===== config.mk =====
export PLATFORM = sky130hd
export DESIGN_NAME = dmem_arbiter
export DESIGN_NICKNAME = d
export VERILOG_FILES = /design/src/rtl/dmem_arb_pkg.sv /design/src/rtl/dmem_arbiter.sv
export SDC_FILE = /design/constraint.sdc
export NUM_CORES = 1
export LEC_CHECK = 0
export ABC_AREA = 1
export ABC_CLOCK_PERIOD_IN_PS = 1900
export BUFFER_PORTS_ARGS = -buffer_cell sky130_fd_sc_hd__buf_2
export CORE_AREA = 10 10 89 91
export CTS_CLUSTER_DIAMETER = 40
export CTS_CLUSTER_SIZE = 8
export DETAILED_ROUTE_END_ITERATION = 6
export DIE_AREA = 0 0 99 101
export PLACE_DENSITY = 0.81
export SETUP_SLACK_MARGIN = 0.4
export SLEW_MARGIN = 20
export SYNTH_ARGS = -nofsm -noshare
export SYNTH_HDL_FRONTEND = slang
export SYNTH_SLANG_ARGS = --single-unit

===== constraint.sdc =====
create_clock -name clk -period 1.9 [get_ports clk]
set_input_delay 0.285 -clock clk [delete_from_list [all_inputs] [get_ports clk]]
set_output_delay 0.285 -clock clk [all_outputs]
set_load 0.005 [all_outputs]

===== src/rtl/dmem_arb_pkg.sv =====
// Shared types and constants for the data-memory arbiter.
// Port widths and the forced word size used by DMA beats.
package dmem_arb_pkg;

  typedef enum logic {
    IDLE,
    XFER
  } state_t;

  localparam int DMEM_ADDR_W = 9;
  localparam int DATA_W = 32;
  localparam logic [2:0] FUNCT3_WORD = 3'b010;

endpackage


===== src/rtl/dmem_arbiter.sv =====
// Data-memory port arbiter: CPU MEM stage vs. DMA bursts.
// CPU owns the port in IDLE; a granted DMA burst owns it in XFER.
module dmem_arbiter
  import dmem_arb_pkg::*;
#(
  parameter int STARVE_MAX = 4
) (
  input  logic                   clk,
  input  logic                   reset,
  input  logic                   cpu_rd,
  input  logic                   cpu_wr,
  input  logic [DMEM_ADDR_W-1:0] cpu_addr,
  input  logic [DATA_W-1:0]      cpu_wdata,
  input  logic [2:0]             cpu_funct3,
  output logic [DATA_W-1:0]      cpu_rdata,
  output logic                   cpu_stall,
  input  logic                   dma_req,
  input  logic                   dma_we,
  input  logic [DMEM_ADDR_W-1:0] dma_addr,
  input  logic [3:0]             dma_len,
  input  logic [DATA_W-1:0]      dma_wdata,
  output logic                   dma_gnt,
  output logic                   dma_beat,
  output logic [DATA_W-1:0]      dma_rdata,
  output logic                   dma_done,
  output logic                   mem_rd,
  output logic                   mem_wr,
  output logic [DMEM_ADDR_W-1:0] mem_addr,
  output logic [DATA_W-1:0]      mem_wdata,
  output logic [2:0]             mem_funct3,
  input  logic [DATA_W-1:0]      mem_rdata
);

  localparam int SW =
    (STARVE_MAX < 1) ? 1 : $clog2(STARVE_MAX + 1);
  localparam logic [SW-1:0] SMAX = SW'(STARVE_MAX);

  state_t                 state;
  logic [SW-1:0]          starve_cnt;
  logic [3:0]             beats_left;
  logic [DMEM_ADDR_W-1:0] addr;
  logic                   we;

  logic xfer;
  logic cpu_acc;
  logic gnt;
  logic unused_lsb;

  // Reset gates DMA ownership immediately so a burst aborts cleanly.
  assign xfer    = (state == XFER) && !reset;
  assign cpu_acc = cpu_rd | cpu_wr;
  assign gnt     = !reset && (state == IDLE) && dma_req &&
                   (!cpu_acc || (starve_cnt == SMAX));

  assign dma_gnt    = gnt;
  assign cpu_rdata  = mem_rdata;
  assign dma_rdata  = mem_rdata;
  assign unused_lsb = ^dma_addr[1:0];

  // Port mux: CPU passthrough unless a burst owns the memory.
  always_comb begin
    mem_rd     = cpu_rd;
    mem_wr     = cpu_wr;
    mem_addr   = cpu_addr;
    mem_wdata  = cpu_wdata;
    mem_funct3 = cpu_funct3;
    cpu_stall  = 1'b0;
    dma_beat   = 1'b0;
    dma_done   = 1'b0;
    if (xfer) begin
      dma_beat   = 1'b1;
      mem_rd     = !we;
      mem_wr     = we;
      mem_addr   = addr;
      mem_wdata  = dma_wdata;
      mem_funct3 = FUNCT3_WORD;
      cpu_stall  = cpu_acc;
      dma_done   = (beats_left == 4'd0);
    end
  end

  // Ownership FSM with inline starvation, beat and address counters.
  always_ff @(posedge clk) begin
    if (reset) begin
      state      <= IDLE;
      starve_cnt <= '0;
      beats_left <= '0;
      addr       <= '0;
      we         <= 1'b0;
    end else begin
      unique case (state)
        IDLE: begin
          if (gnt) begin
            state      <= XFER;
            addr       <= {dma_addr[8:2], 2'b00};
            beats_left <= dma_len;
            we         <= dma_we;
            starve_cnt <= '0;
          end else if (dma_req && cpu_acc) begin
            if (starve_cnt != SMAX)
              starve_cnt <= starve_cnt + SW'(1);
          end else begin
            starve_cnt <= '0;
          end
        end
        XFER: begin
          addr <= addr + 9'd4;
          if (beats_left == 4'd0)
            state <= IDLE;
          else
            beats_left <= beats_left - 4'd1;
        end
        default: state <= IDLE;
      endcase
    end
  end

endmodule

==> results of run 1 <==
cells in the mapped netlist, drive strengths merged:
| cell type | count |
|---|---|
| o21bai | 1 |
| buf | 74 |
| nand2 | 151 |
| nand4 | 2 |
| nand3 | 22 |
| mux2i | 1 |
| inv | 27 |
| nor3b | 1 |
| o31ai | 1 |
| xor2 | 1 |
| a21oi | 10 |
| clkbuf | 3 |
| dfxtp | 16 |
| ha | 5 |
| nor2 | 25 |
| or2 | 2 |
| o21ai | 16 |
layer usage:
metal  vias up  global-route usage [%]  routed length (um)
met4         0                    3.31                 153
li1       1229                       -                   -
met5         -                       0                   0
met1      1118                    17.4                3300
met3        16                    6.58                1170
met2       197                    28.7                5060
critical path: stages, from the launching register on:
cell	delay, ns
dfxtp_2	0.36
inv_4	0.05
nor2_4	0.15
buf_6	0.14
buf_6	0.12
clkbuf_16	0.15
nand2_1	0.05
nand2_1	0.05
buf_2	0.11
power by group:
group          internal, mW  switching (mW)
sequential            0.349          0.0126
combinational         0.200           0.193
clock                 0.184           0.128
stage by stage:
| stage | hold slack [ns] | cell area [um2] | cells | worst slack (ns) | utilization, % |
|---|---|---|---|---|---|
| 2_1_floorplan | 0.449 | 2060 | 358 | 0.567 | - |
| 3_3_place_gp | 0.480 | 2350 | 504 | 0.169 | 37.9 |
| 3_5_place_dp | 0.489 | 2350 | 504 | 0.153 | 37.9 |
| 4_1_cts | 0.289 | 2630 | 518 | 0.233 | 42.3 |
| 5_1_grt | 0.343 | 2960 | 531 | 0.145 | 47.7 |
| 6_report | 0.284 | 2960 | 531 | 0.193 | 47.7 |
logic make-up (layout without fill, tap and decap cells):
family | Yosys count | after routing | share of synthesized area (%)
compound gates | 28 | 28 | 7.76
flops | 16 | 16 | 15.5
fa+ha+maj | 5 | 5 | 3.03
simple gates | 203 | 203 | 41.0
xor+xnor | 1 | 1 | 0.425
buf+inv | 104 | 200 | 31.8
mux | 1 | 1 | 0.485
how the worst min path moves through the flow:
stage | slack (ns) | from | depth (start not counted) | to
after floorplan | 0.45 | dma_we | 2 | we
after global placement | 0.48 | we | 2 | we
after detailed placement | 0.49 | we | 2 | we
after CTS | 0.29 | dma_we | 3 | we
after global routing | 0.34 | dma_we | 3 | we
final | 0.28 | dma_we | 3 | we
sequential cells by signal, summed over array words and instances, names as in the netlist:
register	cells
addr	7
beats_left	4
starve_cnt	3
state	1
we	1
what timing repair did:
item	in CTS	in global routing
resized for setup	28	55
pin swaps	2	21
endpoints found under the setup margin	56	59
gates cloned	2	2
setup buffers	8	11
cell type report:
| cell class | instances | area (um2) |
|---|---|---|
| clock buffer | 4 | 55.1 |
| timing repair buffer | 169 | 1090 |
| tap | 77 | 96.3 |
| fill | 617 | 3250 |
| inverter | 27 | 130 |
| sequential | 16 | 324 |
| multi-input combinational | 238 | 1260 |
==> results.ini, run 1 <==
[synth]
ys_seq_area_share_pct=15.5
synth-warning-count=0
ys_seq_elements=16
post-synth-top-area-fraction_pct=26.9
synthTopCellsByArea=nand2_1 27%, buf_4 23%, dfxtp_1 16%, nand3_1 5.1%, inv_1 4.2%
synthCells=358
synth.avg_cell_area_um2=5.76
synth_cell_types=28
synth_top_area_cell=nand2_1
synth_area_mm2=0.00206
synth_nets=490

[finish]
area_delta_synth_final_pct=43.4
diodes=0
final_common_cell=buf_2
final_cell_mix=139 x buf_2, 132 x nand2_1, 22 x inv_1
nets=587
layout-drive-gt1-share_pct=49.3

[sta]
fmax_mhz=586
post-route-period-util_pct=89.9
final-setup-viol-count=0
timing_hold_violations_final=0
rsz0062_at_grt=yes
relSlewSlack_pct=76.3
timing.final.crit_period_ns=1.71
setup_tns_ns=0
slew_viol_final=0
finClkSkew_ns=0.00207
worst_slew_pin_slew_ns=0.355

[clock_network]
cts_root_buffer=clkbuf_8
tritoncts=done
clkTransAtPathRegs_ns=0.07
holdBufCountCts=0
cts_buffers=3
clk_path_buf_depth=2
cts_max_level=1
cts.sinks=16
clock_latency_ns=0.25

[routing]
drt-total-wl_um=9690
final_antenna_net_count=0
first_iter_violations=95
dr.pass1.iters=5
drc_errors=0
vias_per_cell=4.82
num_vias=2560
wl_per_cell_um=18.2

[die]
coreArea_mm2=0.00620
ios=241
start_util_pct=33.3
rows=29
die-area_mm2=0.0100
die_h_um=101
die_x_um=99

[place]
portBuffers=142
place_congestion=0.865
dp_hpwl_um=7010

[power_and_ir_drop]
p_leak_nw=1.66
powerDensity_mw_per_mm2=360
vdd_drop_max_mv=0.385
totalPowerFinal_mw=1.07

[setup_path]
r2r_setup_slack_ns=0.35
r2r_end=addr[6]
worstPathMaxFanout=5
worstPathRequired_ns=1.62
startpoint=state
worstPathArrival_ns=1.42
crit_end=mem_wdata[9]
r2r_cells=12
critPathCaptureType=output port
cp-start-kind=flop
reg2reg_from=state
crit_type=flop to output port

[status]
outcome=complete, no violations

[global_routing]
grt_pass1_wl_um=13300
grt_max_degree=50
grt_overflow=0
grt_usage_pct=16.1
grt_pass1_vias=2435
antenna_found_initial=0

[worst_hold_path]
min_path_type=input pin to flop

[run]
maxCapViolations=0

Power figures use the tool's default switching activity.
==> run 2, diff against run 1 <==
==> constraint.sdc (replaced) <==
create_clock -name clk -period 1.9 [get_ports clk]
set_input_delay 0.095 -clock clk [delete_from_list [all_inputs] [get_ports clk]]
set_output_delay 0.095 -clock clk [all_outputs]
set_load 0.005 [all_outputs]
==> results.ini, run 2 (synthesis gave the netlist of run 1 again) <==
[routing]
met2_length_um=4450
drt-total-wl_um=8830
wl_met1_um=3110
vias_per_cell=4.75
num_vias=2457
final_antenna_net_count=0
top_layer_used=met4
wl_per_cell_um=17.1
drc_errors=0
routed-wl-met3_um=1130
first_iter_violations=139
dr.pass1.iters=4

[finish]
reg_top3=addr x7, beats_left x4, starve_cnt x3
nets=573
design_area_mm2=0.00257
top_register=addr
largest_reg_flops=7
fillers=677
layout-drive-gt1-share_pct=40.7
area_delta_synth_final_pct=24.6
stdcell_count=517
final_common_cell=nand2_1
final_cell_mix=145 x nand2_1, 141 x buf_2, 23 x inv_1
diodes=0

[setup_path]
slowest_stage=dfxtp_2
worstPathMaxFanout=21
critPathCaptureType=output port
worstPathArrival_ns=1.41
crit_end=mem_wdata[23]
crit_top_cell=nand2_1
r2r_end=starve_cnt[2]
slowest_delay_ns=0.35
worstPathRequired_ns=1.80
crit_chain=inv_4 -> nor2_4 -> buf_4 -> buf_12 -> nand2_1 -> nand2_1 -> buf_2
startpoint=state
r2r_setup_slack_ns=0.48
r2r_cells=10
cp-start-kind=flop
crit_type=flop to output port
reg2reg_from=starve_cnt[1]

[die]
coreArea_mm2=0.00620
die-area_mm2=0.0100
ios=241
start_util_pct=33.3
die_x_um=99
rows=29
die_h_um=101

[place]
place_congestion=0.891
dp_hpwl_um=7050
dp_slack_ns=0.339
dp_cells=505
portBuffers=142
place_area_mm2=0.00236

[clock_network]
holdBufCountCts=0
clkTransAtPathRegs_ns=0.07
clk_path_buf_depth=2
cts_root_buffer=clkbuf_8
cts_max_level=1
clock_latency_ns=0.25
cts_buffers=3
cts.sinks=16
tritoncts=done

[power_and_ir_drop]
switching_power_uw=301
internal_power_uw=702
p_sw_share_pct=30.1
powerDensity_mw_per_mm2=390
p_leak_nw=1.51
pwr-share-seq_pct=35.8
totalPowerFinal_mw=1.00
clkPwrFrac_pct=30.8
vdd_drop_max_mv=0.389
pwr-share-comb_pct=33.4

[sta]
slew_viol_final=0
timing.final.crit_period_ns=1.51
final-setup-viol-count=0
post-route-period-util_pct=79.4
fmax_mhz=663
timing_hold_violations_final=0
finClkSkew_ns=0.00338
worst_slew_pin_slew_ns=0.366
relSlewSlack_pct=75.5
fin_ws_ns=0.392
rsz0062_at_grt=yes
setup_tns_ns=0

[global_routing]
grt_pass1_vias=2320
grt_usage_pct=15.1
grt_overflow=0
grt_max_degree=43
grt_pass1_wl_um=12700
antenna_found_initial=0

[run]
maxCapViolations=0

[worst_hold_path]
min_path_type=input pin to flop

[status]
outcome=complete, no violations

run 2: cell types whose count changed in the layout (fill, tap and decap cells not counted), moves of 3 or more:
cell	change
buf_12	-3
nand2_8	-3
nand2_2	-10
o21ai_0	+5
o21ai_2	-5
buf_4	-9
nor2_1	+5
nor2_2	-3
nand2_1	+13
run 2: area by class of cell:
type,count,area (um2),area share (%)
sequential,16,323,12.6
clock buffer,4,55.1,2.14
multi-input combinational,238,1100,42.8
inverter,27,116,4.53
timing repair buffer,155,880,34.2
tap,77,96.3,3.75
run 2: power by group through the flow:
stage / logic (mW) / registers [mW] / clock network (mW)
final: 0.335 / 0.359 / 0.309
after global routing: 0.374 / 0.361 / 0.329
after CTS: 0.327 / 0.358 / 0.308
after detailed placement: 0.321 / 0.366 / 0
after global placement: 0.314 / 0.365 / 0
after floorplan: 0.247 / 0.364 / 0
run 2: per-stage QoR:
step           hold slack [ns]  utilization, %
3_5_place_dp             0.190            38.0
6_report                0.0977            41.4
4_1_cts                  0.103            39.4
3_3_place_gp             0.190            38.0
5_1_grt                  0.153            41.4
2_1_floorplan            0.259               -
run 2: critical path: cells and delay by family, from the launching register on:
kind          cells  cell delay (ns)
buf+inv           4             0.46
flops             1             0.35
simple gates      3             0.33
run 2: worst min-delay path by stage:
stage / from / end / slack (ns) / depth (start not counted)
CTS: dma_we / we / 0.10 / 3
finish: dma_we / we / 0.1 / 3
detailed placement: mem_rdata[14] / cpu_rdata[14] / 0.19 / 0
global placement: mem_rdata[14] / cpu_rdata[14] / 0.19 / 0
global route: dma_req / starve_cnt[0] / 0.15 / 3
floorplan: dma_we / we / 0.26 / 2
run 2: metal layers:
layer	track usage, %	up-vias
met5	0	-
met1	16.3	1066
met4	3.53	0
met3	6.72	13
li1	-	1197
met2	26.5	181
run 2: what timing repair did:
item | 4_1_cts | 5_1_grt
endpoints found under the hold margin | 0 | 0
setup endpoints to repair | 45 | 48
setup buffers | 2 | 4
gates cloned | 0 | 2
gates resized for setup | 5 | 16
pin swaps | 1 | 1
==> run 3, diff against run 2 <==
--- a/config.mk
+++ b/config.mk
@@ -6,14 +6,14 @@
 export NUM_CORES = 1
 export LEC_CHECK = 0
 export ABC_AREA = 1
-export ABC_CLOCK_PERIOD_IN_PS = 1900
+export ABC_CLOCK_PERIOD_IN_PS = 1300
 export BUFFER_PORTS_ARGS = -buffer_cell sky130_fd_sc_hd__buf_2
-export CORE_AREA = 10 10 89 91
+export CORE_AREA = 10 10 93 95
 export CTS_CLUSTER_DIAMETER = 40
 export CTS_CLUSTER_SIZE = 8
 export DETAILED_ROUTE_END_ITERATION = 6
-export DIE_AREA = 0 0 99 101
-export PLACE_DENSITY = 0.81
+export DIE_AREA = 0 0 103 105
+export PLACE_DENSITY = 0.77
 export SETUP_SLACK_MARGIN = 0.4
 export SLEW_MARGIN = 20
 export SYNTH_ARGS = -nofsm -noshare
==> constraint.sdc (replaced) <==
create_clock -name clk -period 1.3 [get_ports clk]
set_input_delay 0.065 -clock clk [delete_from_list [all_inputs] [get_ports clk]]
set_output_delay 0.065 -clock clk [all_outputs]
set_load 0.005 [all_outputs]
==> results.ini, run 3 (synthesis gave the netlist of run 1 again) <==
[status]
outcome=complete, but fails checks
violations=negative setup slack

[routing]
wl_per_cell_um=16.7
met2_length_um=4840
final_antenna_net_count=0
num_vias=2501
first_iter_violations=76
drt-total-wl_um=8970
dr.pass1.iters=4
wl_met1_um=2840
routed-wl-met3_um=1040
drc_errors=0
top_layer_used=met5
vias_per_cell=4.67

[place]
portBuffers=142
place_congestion=0.840
dp_hpwl_um=7340
place_area_mm2=0.00254

[setup_path]
worstPathRequired_ns=1.24
worstPathMaxFanout=25
cp-start-kind=flop
worstPathArrival_ns=1.33
critPathCaptureType=output port
crit_type=flop to output port

[finish]
area_delta_synth_final_pct=39.1
final_common_cell=buf_2
reg_top3=addr x7, beats_left x4, starve_cnt x3
largest_reg_flops=7
fillers=680
top_register=addr
layout-drive-gt1-share_pct=52.3
design_area_mm2=0.00287
nets=589
final_cell_mix=141 x buf_2, 135 x nand2_1, 19 x nor2_1, 19 x buf_4, 18 x inv_1

[clock_network]
tritoncts=done
clock_latency_ns=0.26
holdBufCountCts=0
clkTransAtPathRegs_ns=0.06
cts.sinks=16
clk_path_buf_depth=2
cts_buffers=3
cts_root_buffer=clkbuf_8
cts_max_level=1

[sta]
worst_slew_pin_slew_ns=0.414
setup_tns_ns=-2.88
rsz0062_at_grt=yes
relSlewSlack_pct=72.3
timing.final.crit_period_ns=1.40
timing_hold_violations_final=0
hold_slack_ns=0.0728
final-setup-viol-count=44
slew_viol_final=0
finClkSkew_ns=0.00107
fin_ws_ns=-0.0984
fmax_mhz=715
post-route-period-util_pct=108

[die]
ios=241
die_x_um=103
start_util_pct=30.5
die-area_mm2=0.0108
rows=30
die_h_um=105
coreArea_mm2=0.00676

[global_routing]
antenna_found_initial=2
grt_overflow=0
grt_usage_pct=15.1
grt_pass1_wl_um=13400
grt_max_degree=26
grt_pass1_vias=2601

[power_and_ir_drop]
switching_power_uw=473
powerDensity_mw_per_mm2=521
p_sw_share_pct=31.7
pwr-share-seq_pct=35.2
vdd_drop_max_mv=0.418
internal_power_mw=1.02
totalPowerFinal_mw=1.49
pwr-share-comb_pct=39.1
p_leak_nw=1.63
clkPwrFrac_pct=25.7

[worst_hold_path]
min_path_type=input pin to flop

[run]
maxCapViolations=0

-- run 3: critical path, cell delays in order, from the launching register on --
cell,delay [ns]
dfxtp_2,0.35
inv_4,0.06
nor2_4,0.14
inv_4,0.09
buf_12,0.17
o21ai_2,0.13
buf_2,0.14
-- run 3: path summary, 6_finish.rpt --
path              cells after the start  slack [ns]       endpoint     startpoint
setup / recovery                      6        -0.1    mem_addr[8]          state
hold / removal                        3        0.07             we         dma_we
setup reg to reg                      9           0        addr[2]          state
hold reg to reg                       2        0.48  starve_cnt[0]  starve_cnt[0]
-- run 3: cell type report --
type / count / area [um2] / share of cell area (%)
multi-input combinational: 238 / 1290 / 44.9
timing repair buffer: 171 / 990 / 34.5
sequential: 16 / 329 / 11.5
inverter: 27 / 119 / 4.14
tap: 80 / 100 / 3.49
clock buffer: 3 / 41.3 / 1.44
antenna: 1 / 2.50 / 0.0872
-- run 3: timing repair --
item                                    in CTS  in global routing
hold endpoints to repair                     0                  0
pin swaps                                   12                  5
endpoints found under the setup margin      66                 66
gates resized for setup                     42                 10
buffers inserted                            12                  1
-- run 3: power by group through the flow --
stage	Combinational (mW)	Clock [mW]	Sequential, mW
2_1_floorplan	0.384	0	0.535
3_3_place_gp	0.499	0	0.537
3_5_place_dp	0.510	0	0.538
4_1_cts	0.575	0.384	0.525
5_1_grt	0.649	0.408	0.528
6_report	0.585	0.384	0.526
-- run 3: metrics by stage --
stage | cells | setup WS, ns | utilization (%)
2_1_floorplan | 358 | 0.127 | -
3_3_place_gp | 519 | 0.0397 | 37.6
3_5_place_dp | 519 | 0.0122 | 37.6
4_1_cts | 534 | -0.0873 | 41.9
5_1_grt | 535 | -0.177 | 42.4
6_report | 536 | -0.0984 | 42.5
-- run 3: layer usage --
layer,up-vias,track usage (%)
met1,1095,13.5
met3,25,6.06
li1,1236,-
met5,-,0
met4,2,5.96
met2,143,28.8
